### src/rtl/bcd_mod_counter_pkg.sv
// Shared BCD types and constant helpers for the modulo digit counter.
// Helpers work on a fixed wide vector; callers truncate to their own width.
package bcd_pkg;

  localparam int MAX_DIGITS = 8;
  localparam int WIDE_W     = 4 * MAX_DIGITS;

  typedef logic [3:0]        bcd_digit_t;
  typedef logic [WIDE_W-1:0] bcd_wide_t;

  typedef enum logic {
    DIR_UP   = 1'b0,
    DIR_DOWN = 1'b1
  } dir_e;

  // Binary to packed BCD, digit 0 in the low nibble.
  function automatic bcd_wide_t to_bcd(int value, int digits);
    bcd_wide_t r = '0;
    int        v = value;
    for (int i = 0; i < MAX_DIGITS; i++) begin
      if (i < digits) begin
        r[4*i +: 4] = 4'(v % 10);
        v           = v / 10;
      end
    end
    return r;
  endfunction

  function automatic logic bcd_valid(bcd_wide_t v, int digits);
    logic ok = 1'b1;
    for (int i = 0; i < MAX_DIGITS; i++) begin
      if (i < digits && v[4*i +: 4] > 4'd9) ok = 1'b0;
    end
    return ok;
  endfunction

endpackage

### src/rtl/bcd_mod_counter_if.sv
// Control/status bundle of one counter stage; the driver owns master,
// the counter owns slave.
interface bcd_mod_counter_if #(
  parameter int DIGITS = 2
);

  logic                  en;
  logic                  clr;
  logic                  load;
  logic [4*DIGITS-1:0]   load_val;
  logic                  inc;
  logic                  dir;
  logic [4*DIGITS-1:0]   cnt;
  logic                  co;
  logic                  load_err;

  modport master (
    output en, clr, load, load_val, inc, dir,
    input  cnt, co, load_err
  );

  modport slave (
    input  en, clr, load, load_val, inc, dir,
    output cnt, co, load_err
  );

endinterface

### src/rtl/bcd_mod_counter_digit_step.sv
// One BCD digit of the increment/decrement ripple: steps the digit when
// cin is set and reports carry (9->0) or borrow (0->9) on cout.
module bcd_digit_step
  import bcd_pkg::*;
(
  input  bcd_digit_t digit,
  input  logic       dir,
  input  logic       cin,
  output bcd_digit_t next_digit,
  output logic       cout
);

  always_comb begin
    // NOTE: defaults first so every path assigns both outputs and no latch is inferred.
    next_digit = digit;
    cout       = 1'b0;
    if (cin) begin
      if (dir == DIR_DOWN) begin
        if (digit == 4'd0) begin
          next_digit = 4'd9;
          cout       = 1'b1;
        end else begin
          next_digit = digit - 4'd1;
        end
      end else begin
        if (digit == 4'd9) begin
          next_digit = 4'd0;
          cout       = 1'b1;
        end else begin
          next_digit = digit + 4'd1;
        end
      end
    end
  end

endmodule

### src/rtl/bcd_mod_counter.sv
// N-digit BCD modulo counter with up/down, parallel load, synchronous clear
// and a combinational carry/borrow for same-cycle cascading.
module bcd_mod_counter
  import bcd_pkg::*;
#(
  parameter int DIGITS  = 2,
  parameter int MODULUS = 24,
  parameter int INITIAL = 0
) (
  input logic              clk,
  input logic              rstn,
  bcd_mod_counter_if.slave bus
);

  localparam int              W        = 4 * DIGITS;
  localparam logic [W-1:0]    TERM_UP  = W'(to_bcd(MODULUS - 1, DIGITS));
  localparam logic [W-1:0]    INIT_BCD = W'(to_bcd(INITIAL, DIGITS));

  if (DIGITS < 1 || DIGITS > MAX_DIGITS) begin : g_bad_digits
    $error("bcd_mod_counter: DIGITS must be 1..%0d", MAX_DIGITS);
  end
  if (MODULUS < 2 || MODULUS > 10 ** DIGITS) begin : g_bad_modulus
    $error("bcd_mod_counter: MODULUS must be 2..10**DIGITS");
  end
  if (INITIAL < 0 || INITIAL >= MODULUS) begin : g_bad_initial
    $error("bcd_mod_counter: INITIAL must be below MODULUS");
  end

  logic [W-1:0]    cnt_q;
  logic            load_err_q;
  logic [W-1:0]    stepped;
  logic [DIGITS:0] carry;
  logic            terminal;
  logic            fire;
  logic            load_ok;
  logic [W-1:0]    count_next;

  assign carry[0] = 1'b1;

  for (genvar i = 0; i < DIGITS; i++) begin : g_digit
    bcd_digit_step u_step (
      .digit      (cnt_q[4*i +: 4]),
      .dir        (bus.dir),
      .cin        (carry[i]),
      .next_digit (stepped[4*i +: 4]),
      .cout       (carry[i+1])
    );
  end

  // A borrow out of the top digit happens exactly when every digit is 0.
  assign terminal = (bus.dir == DIR_DOWN) ? carry[DIGITS] : (cnt_q == TERM_UP);

  assign count_next = !terminal              ? stepped :
                      (bus.dir == DIR_DOWN)  ? TERM_UP : '0;

  // For all-valid BCD, vector order equals numeric order, so no binary conversion.
  assign load_ok = bcd_valid(bcd_wide_t'(bus.load_val), DIGITS) && (bus.load_val <= TERM_UP);

  assign fire = bus.en & bus.inc;

  always_ff @(posedge clk or negedge rstn) begin
    // NOTE: non-blocking assignments keep every register sampling pre-edge values.
    if (!rstn) begin
      cnt_q      <= INIT_BCD;
      load_err_q <= 1'b0;
    end else begin
      load_err_q <= 1'b0;
      if (bus.clr) begin
        cnt_q <= INIT_BCD;
      end else if (bus.load) begin
        if (load_ok) cnt_q      <= bus.load_val;
        else         load_err_q <= 1'b1;
      end else if (fire) begin
        cnt_q <= count_next;
      end
    end
  end

  assign bus.cnt      = cnt_q;
  assign bus.load_err = load_err_q;
  assign bus.co       = rstn & fire & ~bus.clr & ~bus.load & terminal;

endmodule
### src/flat_wrapper.sv
// flat-port wrapper written by rule: the top's interface ports become plain ports
module bcd_mod_counter_flat import bcd_pkg::*;
#(
  parameter int DIGITS  = 2,
  parameter int MODULUS = 24,
  parameter int INITIAL = 0
)
  (clk, rstn, bus_en, bus_clr, bus_load, bus_load_val, bus_inc, bus_dir, bus_cnt, bus_co, bus_load_err);
  bcd_mod_counter_if #(.DIGITS(DIGITS)) bus_i ();
  input logic clk;
  input logic rstn;
  input wire logic [$bits(bus_i.en)-1:0] bus_en;
  input wire logic [$bits(bus_i.clr)-1:0] bus_clr;
  input wire logic [$bits(bus_i.load)-1:0] bus_load;
  input wire logic [$bits(bus_i.load_val)-1:0] bus_load_val;
  input wire logic [$bits(bus_i.inc)-1:0] bus_inc;
  input wire logic [$bits(bus_i.dir)-1:0] bus_dir;
  output wire logic [$bits(bus_i.cnt)-1:0] bus_cnt;
  output wire logic [$bits(bus_i.co)-1:0] bus_co;
  output wire logic [$bits(bus_i.load_err)-1:0] bus_load_err;
  assign bus_i.en = bus_en;
  assign bus_i.clr = bus_clr;
  assign bus_i.load = bus_load;
  assign bus_i.load_val = bus_load_val;
  assign bus_i.inc = bus_inc;
  assign bus_i.dir = bus_dir;
  assign bus_cnt = bus_i.cnt;
  assign bus_co = bus_i.co;
  assign bus_load_err = bus_i.load_err;
  bcd_mod_counter #(.DIGITS(DIGITS), .MODULUS(MODULUS), .INITIAL(INITIAL)) u_core (.clk(clk), .rstn(rstn), .bus(bus_i));
endmodule
### config.mk
export PLATFORM = sky130hd
export DESIGN_NAME = bcd_mod_counter_flat
export DESIGN_NICKNAME = d
export VERILOG_FILES = /design/src/rtl/bcd_mod_counter_pkg.sv /design/src/rtl/bcd_mod_counter_if.sv /design/src/rtl/bcd_mod_counter_digit_step.sv /design/src/rtl/bcd_mod_counter.sv /design/src/flat_wrapper.sv
export SDC_FILE = /design/constraint.sdc
export NUM_CORES = 1
export LEC_CHECK = 0
export BUFFER_PORTS_ARGS = -buffer_cell sky130_fd_sc_hd__buf_4
export CAP_MARGIN = 20
export CORE_ASPECT_RATIO = 1.1
export CORE_MARGIN = 3
export CORE_UTILIZATION = 40
export CTS_BUF_LIST = sky130_fd_sc_hd__clkbuf_2
export CTS_CLUSTER_DIAMETER = 50
export DETAILED_ROUTE_END_ITERATION = 8
export PLACE_DENSITY_LB_ADDON = 0.08
export SKIP_CTS_REPAIR_TIMING = 1
export SYNTH_ARGS = -nofsm -noshare
export SYNTH_HDL_FRONTEND = slang
export SYNTH_HIERARCHICAL = 1
export SYNTH_SLANG_ARGS = --single-unit
### constraint.sdc
create_clock -name clk -period 3.87 [get_ports clk]
set_clock_uncertainty 0.2 [all_clocks]
set_input_delay 0.387 -clock clk [delete_from_list [all_inputs] [get_ports clk]]
set_output_delay 0.387 -clock clk [all_outputs]
set_load 0.1 [all_outputs]
======== Yosys cells after proc, flatten, opt, wreduce, memory -nomap -nowiden ========
Cells that the tools add are included.
storage, ports and cells
  ROM bits ................................ 0
  RAM bits ................................ 0
  latch bits .............................. 0
  logic and storage cells ................. 52
  output and inout bits ................... 10
  bits in registers ....................... 9
  memories ................................ 0
  input bits .............................. 15
operators by class
  magnitude comparators ................... 3
  add/subtract/negate cells ............... 4
  reductions and logical operators ........ 7
  shifts and indexed selects .............. 0
  divide/modulo/power cells ............... 0
  bitwise gates (word level) .............. 7
  equality and inequality tests ........... 4
  $mul .................................... 0
  muxes and demuxes ....................... 24
operator list
  operator             count
  $mux 8               5
  $mux 4               7
  $mux 1               11
  $add 4x1->4 const B  2
  $eq 4x4->1 const B   2
  $eq 8x6->1 const B   1
  $gt 4x4->1 const B   2
  $le 8x6->1 const B   1
  $logic_not 4->1      2
  $sub 4x1->4 const B  2
  $mux 6               1
  $and 1x1->1          5
  $reduce_bool 4->1    1
  $ne 3x2->1 const B   1
  $reduce_and 3->1     1
  $reduce_bool 3->1    1
  $not 1->1            2
  $reduce_and 2->1     1
  $logic_and 1x1->1    1

======== Depth between registers and ports, before layout ========
Gate-level depths: netlist of the first run.
  depth after elaboration ................. 9
  gate-level depth with buffers ........... 11
  mapped depth without buffers ............ 9

======== Modules after synthesis ========
The synthesis of the first run kept the hierarchy.
modules (own cells, without submodules)
  module           seq. area each (µm²)  area each (µm²)  instances  cells an instance
  bcd_mod_counter  225.2                 599.3            1          53
  bcd_digit_step   0.0                   249.0            2          36

======== Worst setup path after synthesis of the first run ========
Ideal clock, no wire load.
  path kind ............................... register -> output
  start ................................... reg u_core.cnt_q[0], in the netlist u_core/bus.cnt[0]
  end ..................................... out bus_co
  cell stages (with the launch flop) ...... 10
  slack ................................... -3.407 ns
  buffers on the path ..................... 2
  arrival time ............................ 6.690 ns
  data required time ...................... 3.283 ns
  path through ............................ dfrtp_1 buf_6 nand2b_1 nor2_1 o21a_1 buf_4 nor3b_1 o21a_1 nand2_1 a2111oi_0
on the way
  longest elaborated chain between the ends .. 6
  elaborated cells on any way between the ends .. 9
  those cells by class .................... 2 x eq/ne; 5 x mux; 1 x bitwise; 1 x reduce/logical
RTL lines
  item                                           RTL line                                                            RTL
  start, declared                                bcd_mod_counter.sv:29                                               logic [W-1:0] cnt_q;
  start signal, assigned                         bcd_mod_counter.sv:71                                               if (load_ok) cnt_q <= bus.load_val;
  start signal, assigned                         bcd_mod_counter.sv:74                                               cnt_q <= count_next;
  $eq 4x4->1 or $logic_not 4->1 (tied branches)  bcd_mod_counter_digit_step.sv:26, bcd_mod_counter_digit_step.sv:19
  $mux 1, on equally long branches               bcd_mod_counter_digit_step.sv:26, bcd_mod_counter_digit_step.sv:19
  $mux 1 (*)                                     bcd_mod_counter_digit_step.sv:18                                    if (dir == DIR_DOWN) begin
  via u_core.carry[1]                            bcd_mod_counter.sv:32                                               logic [DIGITS:0] carry;
  $mux 1 (*)                                     bcd_mod_counter_digit_step.sv:17                                    if (cin) begin
  via u_core.carry[2]                            bcd_mod_counter.sv:32
  $mux 1 (*)                                     bcd_mod_counter.sv:51                                               assign terminal = (bus.dir == DIR_DOWN) ? carry[DIGITS] : (cnt_q == TERM_UP);
  $and 1x1->1 (*)                                bcd_mod_counter.sv:81                                               assign bus.co = rstn & fire & ~bus.clr & ~bus.load & terminal;
  end, declared                                  flat_wrapper.sv:19                                                  output wire logic [$bits(bus_i.co)-1:0] bus_co;
The timed path passes the listed nets; every way through them passes the cells marked *.

======== Final worst setup path of the first run ========
  start ................................... reg u_core.cnt_q[1], in the netlist u_core/bus.cnt[1]
  end ..................................... out bus_co
The elaborated chain is that of the path after synthesis.

==> impl.org, run 1 <==
** Timing
- Setup violations remaining at the end of the flow were counted as 0.
- Minimum clock period :: 3.26 ns
- Final worst setup slack :: between 0.6 and 0.7 ns
- Max Clock Freq :: ~0.31 GHz
- Worst slew margin relative to its limit :: 0.570
- Fin. max-slew vios :: 0
- Setup repair after global routing left no endpoint under its margin.
- Final worst-path cycle share :: 0.841
- Worst slew pin tran :: about 0.64 ns
- TNS Setup :: 0 ns
- Total count of hold-check failures in the final report :: 0

** Final layout
- In the final layout, the share of cells above drive strength 1 is 0.290.
- Share of the core filled with cells :: 0.497
- For this run, the post-layout net count is 161.
- Ant diodes :: 0
- Final design instance area without fill :: around 1300 um^2
- Signed area change from the synthesized netlist to the final layout :: 16.2%

** Place
- After detailed placement, the total cell area comes to about 1200 um^2.
- Count of buffers inserted at the top-level ports :: 24
- Before CTS, the worst setup slack after placement is around 0.9 ns.
- HPWL after detailed placement :: ~2.1 mm
- Weighted congestion reported at the end of routability-driven placement :: 0.782

** Logic synthesis
- In the post-synthesis netlist, the biggest area contributors are sky130_fd_sc_hd__dfrtp_1 (21%), sky130_fd_sc_hd__buf_6 (6.2%), sky130_fd_sc_hd__mux2_4 (5.5%).
- Cell count after synthesis :: roughly 130
- Counting distinct cell types in the post-synthesis netlist gives 43.
- Among all flip-flop cells after synthesis, the most frequent one is sky130_fd_sc_hd__dfrtp_1.
- The synthesized design contains 0 enable-type register cells.
- The commonest cells after synthesis are sky130_fd_sc_hd__inv_1 (12), sky130_fd_sc_hd__dfrtp_1 (9), sky130_fd_sc_hd__a21oi_1 (8), sky130_fd_sc_hd__nor2_1 (7), sky130_fd_sc_hd__buf_6 (6).
- Library cell with the largest summed area after synthesis :: sky130_fd_sc_hd__dfrtp_1
- Synthesized area per cell :: just under 9 um^2
- For this run, the register share of the synthesized area comes to 0.205.
- The mapped netlist covers ~1100 um^2.
- Number of warnings reported in the yosys synthesis log :: 6
- Counting flops and latches in the post-synthesis netlist gives 9.
- Most common cell in the synthesized netlist :: sky130_fd_sc_hd__inv_1
- Net Count, Synth :: between 100 and 150
- For this run, asynchronously set or reset flops after synthesis account for 1.00.
- Top cell type's share of synthesized area :: 0.205

** Floorplanning
- The floorplan step set the die width to approximately 56 um.
- The die is 60.9 um tall.
- 25 I/O pins were placed.
- The die covers ~3400 um^2.
- Initial core utilization :: 0.427
- The floorplan step defined a core boundary enclosing approximately 2600 um^2.
- The floorplan has 19 rows.

** GRT
- Number of antenna violations at the first check in global routing :: 0
- Global-route wire length before repair :: between 4 and 5 mm
- All-Layer GR Usage :: 0.173
- The via count of the first global-routing pass came to between 1000 and 1500.
- Sum of overflow across all layers after global routing :: 0
- Entering global routing, the biggest net connects 24 pins.

** Power and ir drop
- Switching part of the total :: 0.475
- Total power density per cell area :: 291 nW/um^2
- Power share of the combinational group :: 0.497
- For this design the total switching power over the nets is 176 uW.
- Int Pwr :: about 200 uW
- Seq pwr share :: 0.340
- The share of total power dissipated in the clock network is 0.163.
- Worst vdd rail ir drop :: about 0.00021 V
- P_leak :: between 0.0005 and 0.0006 uW
- Power comes to 371 uW.

** Job
- Count of maximum capacitance violations :: 0

** Clock network
- The clock reaches the later pin of the worst-skew pair after 0.24 ns.
- The cell sitting at the root of the clock tree is a sky130_fd_sc_hd__clkbuf_2.
- In this run the number of H-tree levels came out at 1.
- Clock Pin Slew Worst Setup and Hold Paths :: about 0.09 ns
- Counting the buffers created by CTS gives 3.
- In this run the deepest clock path goes through 2 buffers.
- Counting every sink on the clock net gives 9.
- TritonCTS built the clock tree.

** Worst hold path
- Depth of the worst hold-timing path :: 3
- Tightest Hold Check Type :: in2reg

** Worst setup path
- Sort of element at the start of the critical path :: register
- The number of cells on the worst reg-to-reg path is 7.
- STA puts the critical path data required time at 3.28 ns.
- Arrival time worst endpoint :: approximately 2.7 ns
- Maximum fanout along the worst path :: 11
- STA classifies the critical path endpoint as an output pin.
- The critical path in this run is classified as reg2out.

** Detailed routing
- The detailed router placed 1050 vias in this run.
- In the final routed layout, each cell accounts on average for about 16 um.
- In the routed layout, each cell is associated on average with a via count of slightly below 6.
- Final antenna-violating net count :: 0
- After the first detailed-routing iteration, the DRC count stood at 23.
- Wire length reported by the detailed router :: between 2 and 3 mm
- The first TritonRoute pass finished after 4 iterations.
- After detailed routing, the number of remaining DRC violations is 0.

** Outcome
- The run finished with clean final reports.
## cell families (layout without fill, tap and decap cells)
kind of cell              count (synthesis)  count (layout)  synth area share
muxes                                     5               5            0.0639
DFF                                       9               9             0.205
and+or+nand+nor                          40              40             0.273
AOI/OAI and AO/OA                        45              45             0.300
other                                     1               1           0.00342
xor gates and xnor gates                  4               4            0.0319
buffers and inverters                    21              41             0.123
## path summary, 6_finish.rpt
path	startpoint	to	slack [ns]
worst min register to register	u_core/bus.cnt[1]	u_core/bus.cnt[1]	0.51
min in group asynchronous	rstn	u_core/bus.cnt[7]	0.32
max in group asynchronous	rstn	u_core/bus.cnt[2]	3.01
worst max register to register	u_core/bus.cnt[1]	u_core/bus.cnt[6]	1.16
worst min-delay path	bus_load_val[7]	u_core/bus.load_err	0.26
worst max-delay path	u_core/bus.cnt[1]	bus_co	0.61
## placed cells by master, fill, tap and decap left out, drive strengths merged, types with 2 or more instances in the layout
master / netlist / layout
a21oi: 8 / 8
a221oi: 3 / 3
a31o: 2 / 2
a31oi: 4 / 4
a32o: 4 / 4
and2: 2 / 2
and3: 2 / 2
and4b: 2 / 2
and4bb: 3 / 3
buf: 9 / 24
clkbuf: 0 / 4
dfrtp: 9 / 9
inv: 12 / 12
mux2: 4 / 4
nand2: 3 / 3
nand2b: 4 / 4
nand3b: 2 / 2
nand4: 3 / 3
nor2: 7 / 7
nor2b: 3 / 3
nor3b: 5 / 5
o21a: 3 / 3
o21ai: 4 / 4
o221ai: 4 / 4
o22ai: 5 / 5
xor2: 4 / 4
## stage by stage
| stage | hold slack (ns) | cells |
|---|---|---|
| after floorplan | -0.109 | 125 |
| after global placement | 0.0234 | 171 |
| after detailed placement | 0.0255 | 171 |
| after CTS | -0.259 | 175 |
| after global routing | 0.233 | 176 |
| final | 0.256 | 176 |
## area by class of cell
class,count,area [um^2]
fill,245,1290
tap,31,38.8
clock buffer,4,20.0
sequential,9,225
inverter,12,45.0
multi-input combinational,95,756
timing repair buffer,25,190
## sequential cells by signal, indices dropped and copies added (netlist names)
name,flops
u_core/bus.load_err,1
u_core/bus.cnt,8
## critical path, cell delays in order (launching register included)
cell and delay [ns]:
sky130_fd_sc_hd__dfrtp_1 0.50, sky130_fd_sc_hd__nor3b_1 0.35, sky130_fd_sc_hd__o21a_1 0.35, sky130_fd_sc_hd__nor3b_1 0.28, sky130_fd_sc_hd__o21a_1 0.19, sky130_fd_sc_hd__nand2_1 0.11, sky130_fd_sc_hd__a2111oi_4 0.30, sky130_fd_sc_hd__buf_4 0.34
## layer usage
metal	GRT usage	vias up	share of wire
li1	-	512	-
met2	0.324	23	0.51
met3	0.0468	4	0.039
met5	0	-	0
met1	0.206	511	0.44
met4	0.0237	0	0.014
## power by group through the flow
| stage | registers (uW) | logic (uW) | clock network [uW] |
|---|---|---|---|
| floorplan | 177 | 97.1 | 0 |
| global placement | 127 | 182 | 0 |
| detailed placement | 128 | 183 | 0 |
| CTS | 126 | 183 | 63.5 |
| global route | 129 | 196 | 69.3 |
| finish | 126 | 185 | 60.5 |
Note: power is estimated with default switching activity, not from simulation.
==> run 2, diff against run 1 <==
Clock period 3.87 ns to 2.91 ns, I/O delays scaled along.
==> impl.org, run 2 (same netlist as run 1, synthesis figures left out) <==
** Outcome
- The run finished with clean final reports.

** Worst hold path
- Tightest Hold Check Type :: in2reg

** Detailed routing
- First-iteration detailed-routing DRC count :: 47 (+100%)
- Number of optimization iterations in the first detailed-route pass :: 4 (unchanged)
- Final antenna-violating net count :: 0 (unchanged)
- Wire length on met2 :: 1.41 mm (-0.84%)
- Count of unresolved DRC violations after routing :: 0 (unchanged)
- Met1 wire length :: 1.33 mm (+7.3%)
- Routed via count divided by cell count :: 5.84 (-2.1%)
- Average wire length per cell after detail routing :: 15.6 um (-2.3%)
- Wire length reported by the detailed router :: 2.91 mm (+3.3%)
- Vias :: 1086 (+3.4%)
- Met3 Routed Length :: 134 um (+23%)
- Highest metal used :: met4

** Floorplanning
- The I/O pin count came to 25 (unchanged).
- Die Span X :: 55.9 um (unchanged)
- The initial standard-cell utilization of the core came to 0.427 (unchanged).
- Number of core rows :: 19 (unchanged)
- The core box area was 2570 um^2 (unchanged).
- The die area came to 3410 um^2 (unchanged).
- Overall die height :: 60.9 um (unchanged)

** Timing
- Fin. max-slew vios :: 0 (unchanged)
- The worst path needs between 2 and 3 ns of the cycle, external delays included.
- Max Clock Freq :: between 0.3 and 0.4 GHz
- Dividing the final minimum period by the clock period gives 0.945.
- The final-report setup violation count came to 0 (unchanged).
- The count of final hold-check violations came to 0 (unchanged).
- The post-route worst setup slack was 0.159 ns (-0.455 ns).
- Setup repair after global routing left no endpoint under its margin.

** Worst setup path
- The slowest stage of the critical path belongs to the cell sky130_fd_sc_hd__dfrtp_4.
- The critical path goes through nor3b_4 -> o21a_1 -> nor3b_4 -> o21a_1 -> nand2_2 -> a2111oi_4 -> buf_6.
- Data required, critical path :: 2.42 ns (-0.86 ns)
- Among cell families on the critical path, the largest total delay comes from compound AO/OA/AOI/OAI gates.
- The worst setup path is captured at an output pin.
- The largest fanout on the critical path was 7 (-4).
- Start-to-end type of the worst setup path :: reg2out
- The arrival time at the worst endpoint is 2.26 ns (-0.41 ns).
- The critical path's largest stage delay was 0.53 ns (+0.03 ns).
- The sum of buffers and inverters on the critical path is 1 (unchanged).
- Sort of element at the start of the critical path :: register

** Final layout
- Highest-count cells in the layout ignoring fill and taps :: sky130_fd_sc_hd__buf_4 (33), sky130_fd_sc_hd__inv_1 (12), sky130_fd_sc_hd__a21oi_1 (8), sky130_fd_sc_hd__nor2_1 (7)
- Compared with the post-synthesis result, the final layout area differs by 26.6%.
- The library cell used most frequently in the layout, excluding fill and tap cells, is sky130_fd_sc_hd__buf_4.
- Area taken by flip-flops and latches :: 235 um^2 (+4.4%)
- Proportion of layout cells with a drive suffix above 1 :: 0.381 (+0.0910)
- The utilization after layout came to 0.541 (+0.0443).
- The number of filler instances in the final layout is 237 (-3.3%).
- Post-layout nets :: 171 (+6.2%)
- The number of antenna diodes came to 0 (unchanged).
- Final design instance area without fill :: 1390 um^2 (+8.9%)
- The number of flip-flops under the largest register name was 8 (unchanged).
- The area occupied by multi-input gates came to 781 um^2 (+3.3%).

** Clock network
- CTS tree :: yes
- Clock tree buffer depth :: 2 (unchanged)
- The total number of clock tree sinks was 9 (unchanged).
- The maximum level of the CTS H-tree came to 1 (unchanged).
- CTS Root Buffer Type :: sky130_fd_sc_hd__clkbuf_2
- Clock Pin Slew Worst Setup and Hold Paths :: 0.10 ns (about the same)
- Clock insertion delay at the later pin of the skew report :: 0.25 ns (about the same)
- Cts bufs inserted :: 3 (unchanged)

** Place
- Count of buffers inserted at the top-level ports :: 24 (unchanged)
- Area post-placement :: 1280 um^2 (+3.0%)
- HPWL after detailed placement :: 2.06 mm (-2.6%)
- The placer's final routability congestion estimate is 0.872 (+12%).
- Placement Setup Slack :: 0.375 ns (-0.521 ns)

** GRT
- All-Layer GR Usage :: 0.173 (unchanged)
- The largest net degree at the start of global routing came to 24 (unchanged).
- Global-route wire length before repair :: 4.64 mm (-0.45%)
- The initial antenna violation count was 0 (unchanged).
- The total congestion overflow came to 0 (unchanged).
- Via count of the first global-routing pass :: 972 (-4.0%)

** Power and ir drop
- Total power density per cell area :: 374 nW/um^2 (+28%)
- Worst vdd rail ir drop :: 0.000367 V (+74%)
- The leakage power summed over all cells is 0.000615 uW (+9.7%).

** Job
- Count of maximum capacitance violations :: 0 (unchanged)
[run 2: cell count changes in the layout (fill, tap and decap cells not counted)]
cell                      previous run  this run
sky130_fd_sc_hd__nor3b_1             3         1
sky130_fd_sc_hd__buf_4              24        33
sky130_fd_sc_hd__nand2_1             3         2
sky130_fd_sc_hd__dfrtp_1             9         5
sky130_fd_sc_hd__buf_6               0         1
sky130_fd_sc_hd__nand2_2             0         1
sky130_fd_sc_hd__dfrtp_4             0         2
sky130_fd_sc_hd__dfrtp_2             0         2
sky130_fd_sc_hd__nor3b_4             0         2
[run 2: area by class of cell]
cell class              count  area share
inverters                  12      0.0324
well taps                  31      0.0279
flip-flops and latches      9       0.169
clock buffers               4      0.0144
multi-input cells          95       0.562
repair buffers             35       0.194
[run 2: worst paths after layout]
| check | start | endpoint | slack [ns] | depth (start not counted) |
|---|---|---|---|---|
| hold reg to reg | u_core/bus.cnt[1] | u_core/bus.cnt[1] | 0.45 | 2 |
| hold / removal | bus_load_val[0] | u_core/bus.cnt[0] | 0.15 | 3 |
| setup / recovery | u_core/bus.cnt[2] | bus_co | 0.16 | 7 |
| min in group asynchronous | rstn | u_core/bus.cnt[3] | 0.20 | 2 |
| max in group asynchronous | rstn | u_core/bus.cnt[0] | 2.15 | 2 |
| setup reg to reg | u_core/bus.cnt[2] | u_core/bus.cnt[4] | 0.54 | 8 |
[run 2: tightest hold or removal path: stages]
cell and delay, ns:
sky130_fd_sc_hd__buf_4 0.08, sky130_fd_sc_hd__a221oi_1 0.07, sky130_fd_sc_hd__o22ai_1 0.11
[run 2: metrics by stage]
stage               TNS [ns]  hold WS (ns)  cells  power (uW)
global placement           0       -0.0694    173         418
CTS                        0        -0.358    177         506
finish                     0         0.148    186         519
floorplan             -0.430        -0.205    125         368
global route               0         0.172    186         549
detailed placement         0       -0.0667    173         420
[run 2: per-layer routing]
layer,global-route usage,vias up
met5,0,-
met4,0.0712,0
met3,0.0191,4
met2,0.301,33
met1,0.223,512
li1,-,537
[run 2: where the power goes]
group,switching (uW),internal (uW)
Clock,46.4,36.5
Sequential,29.4,138
Combinational,167,102
